## src/rtl/dac_playback_ctrl.sv

```systemverilog
// Playback scheduler between the sample FIFO and the DAC path: prefill to half, then one read
// every 2^SAMPLE_RATE clocks, with underrun detection, sample hold and watermark re-arm.
module dac_playback_ctrl #(
    parameter int unsigned DATAWIDTH   = 14,
    parameter int unsigned SAMPLE_RATE = 4,
    parameter int unsigned CNT_WIDTH   = 8
) (
    input  logic                 clk_in,
    input  logic                 rst_in,
    input  logic                 enable,
    input  logic                 clr_count,
    input  logic                 fifo_empty,
    input  logic                 fifo_above_half,
    input  logic [DATAWIDTH-1:0] rd_data,
    output logic                 rd_en,
    output logic [DATAWIDTH-1:0] sample_out,
    output logic                 sample_valid,
    output logic                 playing,
    output logic                 underrun_pulse,
    output logic [CNT_WIDTH-1:0] underrun_count,
    output logic [1:0]           state
);

    typedef enum logic [1:0] {
        StIdle     = 2'd0,
        StPrefill  = 2'd1,
        StRun      = 2'd2,
        StUnderrun = 2'd3
    } state_e;

    localparam logic [DATAWIDTH-1:0] Midscale = {1'b1, {(DATAWIDTH-1){1'b0}}};

    state_e                 state_q, state_d;
    logic [SAMPLE_RATE-1:0] phase_q, phase_d;
    logic                   rd_en_d_q;
    logic                   underrun_ev;
    logic [CNT_WIDTH-1:0]   count_d;
    logic [DATAWIDTH-1:0]   sample_d;
    logic                   valid_d;

    assign state = state_q;

    always_comb begin
        state_d     = state_q;
        phase_d     = '0;
        underrun_ev = 1'b0;
        rd_en       = (state_q == StRun) && (phase_q == '0) && !fifo_empty && enable;

        // Dropping enable returns to idle from anywhere, ahead of every other transition.
        if (state_q != StIdle && !enable) begin
            state_d = StIdle;
        end else begin
            unique case (state_q)
                StIdle:     if (enable) state_d = StPrefill;
                StPrefill:  if (fifo_above_half) state_d = StRun;
                StRun: begin
                    if (phase_q == '0 && fifo_empty) begin
                        state_d     = StUnderrun;
                        underrun_ev = 1'b1;
                    end
                end
                StUnderrun: if (fifo_above_half) state_d = StRun;
                default:    state_d = StIdle;
            endcase
        end

        // Phase only advances while staying in RUN, so every RUN entry starts at phase 0.
        if (state_q == StRun && state_d == StRun) begin
            phase_d = phase_q + 1'b1;
        end

        count_d = underrun_count;
        if (clr_count) begin
            count_d = '0;
        end else if (underrun_ev && underrun_count != '1) begin
            count_d = underrun_count + 1'b1;
        end

        sample_d = sample_out;
        valid_d  = 1'b0;
        if (!enable && (state_q != StIdle || rd_en_d_q)) begin
            sample_d = Midscale;
        end else if (rd_en_d_q) begin
            sample_d = rd_data;
            valid_d  = 1'b1;
        end
    end

    always_ff @(posedge clk_in or posedge rst_in) begin
        if (rst_in) begin
            state_q        <= StIdle;
            phase_q        <= '0;
            rd_en_d_q      <= 1'b0;
            sample_out     <= Midscale;
            sample_valid   <= 1'b0;
            playing        <= 1'b0;
            underrun_pulse <= 1'b0;
            underrun_count <= '0;
        end else begin
            state_q        <= state_d;
            phase_q        <= phase_d;
            rd_en_d_q      <= rd_en;
            sample_out     <= sample_d;
            sample_valid   <= valid_d;
            playing        <= (state_d == StRun);
            underrun_pulse <= underrun_ev;
            underrun_count <= count_d;
        end
    end

endmodule

```

## config.mk

```make
export PLATFORM = sky130hd
export DESIGN_NAME = dac_playback_ctrl
export DESIGN_NICKNAME = d
export VERILOG_FILES = /design/src/rtl/dac_playback_ctrl.sv
export SDC_FILE = /design/constraint.sdc
export NUM_CORES = 1
export LEC_CHECK = 0
export CORE_UTILIZATION = 49
export CTS_BUF_LIST = sky130_fd_sc_hd__clkbuf_2
export DETAILED_ROUTE_END_ITERATION = 6
export HOLD_SLACK_MARGIN = 0.02
export PLACE_DENSITY = 0.94
export SLEW_MARGIN = 20
export SYNTH_ARGS = -nofsm -noshare
export SYNTH_HDL_FRONTEND = slang
export SYNTH_SLANG_ARGS = --single-unit
```

## constraint.sdc

```tcl
create_clock -name clk_in -period 5.4 [get_ports clk_in]
set_input_delay 1.35 -clock clk_in [delete_from_list [all_inputs] [get_ports clk_in]]
set_output_delay 1.35 -clock clk_in [all_outputs]
set_load 0.01 [all_outputs]
```

==> results.py <==
metrics = {
    "layout": {
        "seqCellArea_um2": 802.0,
        "nFillCells": 183,
        "multiInputGateArea_um2": 494.2,
        "layout.cells.non_filler": 199,
        "fin_nets": 191,
        "diodes": 0,
        "drive_gt1_share_pct": 7.101,
        "syn_to_final_growth_pct": 39.55,
    },
    "run_status": {
        "outcome": "completed",
    },
    "power_and_ir_drop": {
        "total_power_uw": 410.4,
        "switching_share_pct": 26.09,
        "p_leak_uw": 0.0008281,
        "powerDensity_mw_per_mm2": 218.2,
        "pwr-share-seq_pct": 61.0,
        "pwr-share-clk_pct": 26.6,
        "vdd_drop_max_v": 0.0002184,
        "power_frac_comb_pct": 12.5,
        "power.internal_uw": 303.3,
        "switchingPower_uw": 107.1,
    },
    "hold_path": {
        "hold_path_class": "flop to flop",
    },
    "detailed_routing": {
        "drtPass1Iterations": 4,
        "vias_per_cell": 5.462,
        "drc_errors": 0,
        "wl_um": 3057,
        "drt.antenna.violating_nets": 0,
        "vias": 1087,
        "routedWlPerCell_um": 15.36,
        "drtIter0Drc": 15,
    },
    "global_route": {
        "grt_usage_pct": 23.69,
        "grt_antenna_before_repair": 0,
        "grt_pass1_vias": 1051,
        "overflow": 0,
        "grt_pass1_wl_um": 4712,
        "grt_max_degree": 33,
    },
    "floorplanning": {
        "core_mm2": 0.002545,
        "die_x_um": 54.44,
        "core.rowCount": 18,
        "start_util_pct": 52.95,
        "io-pin-count": 48,
        "fp.dieH_um": 54.44,
        "dieArea_mm2": 0.002964,
    },
    "logic_synthesis": {
        "ys_ff_latch": 32,
        "synthesis.area_mm2": 0.001348,
        "ys_top_cells_by_area": "dfrtp_1 58%, a22o_1 8.4%, a21oi_1 3.0%",
        "synth_flop_cell": "dfrtp_1",
        "ys_top_cells_by_count": "31 x dfrtp_1, 13 x a22o_1, 10 x nor2_1",
        "ys_warn_count": 0,
        "yosysMostFrequentCell": "dfrtp_1",
        "synth.distinct_cells": 31,
        "synth_edf_count": 0,
        "synth_top_area_share_pct": 57.57,
        "yosysSeqAreaShare_pct": 59.52,
        "syn_inst": 118,
        "synth_top_cell_by_area": "dfrtp_1",
        "syn_nets": 141,
        "avgSynthCellArea_um2": 11.42,
        "synthArstFlopShare_pct": 100.0,
    },
    "worst_setup_path": {
        "crit_fanout": 8,
        "crit_end": "rd_en",
        "timing.rr.end": "underrun_count[5]",
        "crit_required_ns": 4.05,
        "end_kind": "output port",
        "start_kind": "primary input",
        "r2r_start": "phase_q[0]",
        "arrival_ns": 2.76,
        "crit_start": "enable",
        "ff2ff_setup_slack_ns": 3.24,
        "rr_worst_depth": 6,
        "crit_type": "primary input to output port",
    },
    "sta": {
        "rsz0062_at_grt": "no",
        "whs_ns": 0.5164,
        "finClkSkew_ns": 0.01539,
        "worst_pin_slew_ns": 0.8005,
        "finalSetupViolations": 0,
        "final_max_slew_viol_count": 0,
        "finalSetupTns_ns": 0,
        "setup_slack_ns": 1.290,
        "clock.fmax_mhz": 243.3,
        "min_period_ns": 4.110,
        "slew-limit-headroom_pct": 46.44,
        "finalCritPeriodShare_pct": 76.10,
        "report.final.hold_viol_count": 0,
    },
    "placement": {
        "place_congestion": 0.6647,
        "dp_hpwl_um": 2264,
        "port_buffers": 47,
        "post-place-ws_ns": 1.287,
        "dp_cells": 191,
    },
    "clocking": {
        "cts_sinks": 32,
        "clockRootBuffer": "clkbuf_2",
        "htree_levels": 2,
        "numCtsBuffers": 5,
        "cts_setup_buffers": 0,
        "cts_tree": "built",
        "clk_pin_slew_ns": 0.15,
        "clock_path_buffers": 2,
        "ctsHoldBuffers": 0,
        "post_cts_resized": 0,
        "clk_latency_ns": 0.37,
    },
    "run": {
        "max_cap_viol_count": 0,
    },
}
sequential cells by signal (all words and copies together), names as in the netlist:
signal and cells:
sample_out 14, underrun_count 8, phase_q 4, state 2, playing 1, rd_en_d_q 1, sample_valid 1, underrun_pulse 1
power groups by stage:
stage | Clock, uW | Sequential (uW) | Combinational (uW)
2_1_floorplan | 0 | 257 | 17.3
3_3_place_gp | 0 | 254 | 50.2
3_5_place_dp | 0 | 254 | 51.8
4_1_cts | 115 | 250 | 52.0
5_1_grt | 125 | 251 | 55.8
6_report | 109 | 250 | 51.2
cells by family after synthesis:
kind of cell | Yosys count | share of synthesized area, %
flops | 32 | 59.52
fa+ha+maj | 3 | 2.786
simple gates | 37 | 15.23
xor+xnor | 2 | 1.300
mux | 1 | 0.8356
compound gates | 30 | 16.53
buf+inv | 13 | 3.807
final cells by class:
class | count | area share (%)
timing repair buffer | 48 | 25.42
multi-input combinational | 73 | 26.28
tap | 30 | 1.996
clock inverter | 3 | 0.7319
clock buffer | 5 | 1.331
sequential | 32 | 42.65
inverter | 8 | 1.597
worst min-delay path by stage:
stage                     to          start  cells past startpoint
5_1_grt        sample_out[7]  sample_out[7]                      1
4_1_cts           phase_q[0]     phase_q[0]                      1
2_1_floorplan     phase_q[0]     phase_q[0]                      1
3_3_place_gp      phase_q[0]     phase_q[0]                      1
6_report          phase_q[0]     phase_q[0]                      1
3_5_place_dp      phase_q[0]     phase_q[0]                      1
metal layers:
| layer | wire [um] | share of wire [%] | global-route usage [%] |
|---|---|---|---|
| met5 | 0 | 0 | 0 |
| met1 | 1333 | 44 | 28.18 |
| met4 | 38 | 1.2 | 8.547 |
| met3 | 193 | 6.3 | 9.167 |
| met2 | 1492 | 49 | 38.82 |
stage by stage:
stage | instance area, um^2 | utilization, %
after floorplan | 1348 | -
after global placement | 1842 | 72.37
after detailed placement | 1842 | 72.37
after CTS | 1881 | 73.89
after global routing | 1881 | 73.89
final | 1881 | 73.89
critical path, stage by stage:
cell	delay, ns
clkdlybuf4s50_1	0.61
nand3_1	0.11
nor2_1	0.14
clkdlybuf4s50_1	0.55
layout by cell type, fill, tap and decap left out, types with 2 or more instances in the layout:
| cell | netlist | final |
|---|---|---|
| clkdlybuf4s50_1 | 0 | 47 |
| dfrtp_1 | 31 | 31 |
| a22o_1 | 13 | 13 |
| nor2_1 | 10 | 10 |
| inv_1 | 8 | 8 |
| a21oi_1 | 8 | 8 |
| nand2_1 | 6 | 6 |
| nand3_1 | 5 | 5 |
| clkbuf_2 | 0 | 5 |
| or4_1 | 3 | 3 |
| o31ai_1 | 3 | 3 |
| ha_1 | 3 | 3 |
| nand4_1 | 2 | 2 |
| o41ai_1 | 2 | 2 |
| o21ai_0 | 2 | 2 |
| or3_1 | 2 | 2 |
| nor2b_1 | 2 | 2 |
| clkinv_2 | 0 | 2 |
Power figures use the tool's default switching activity.
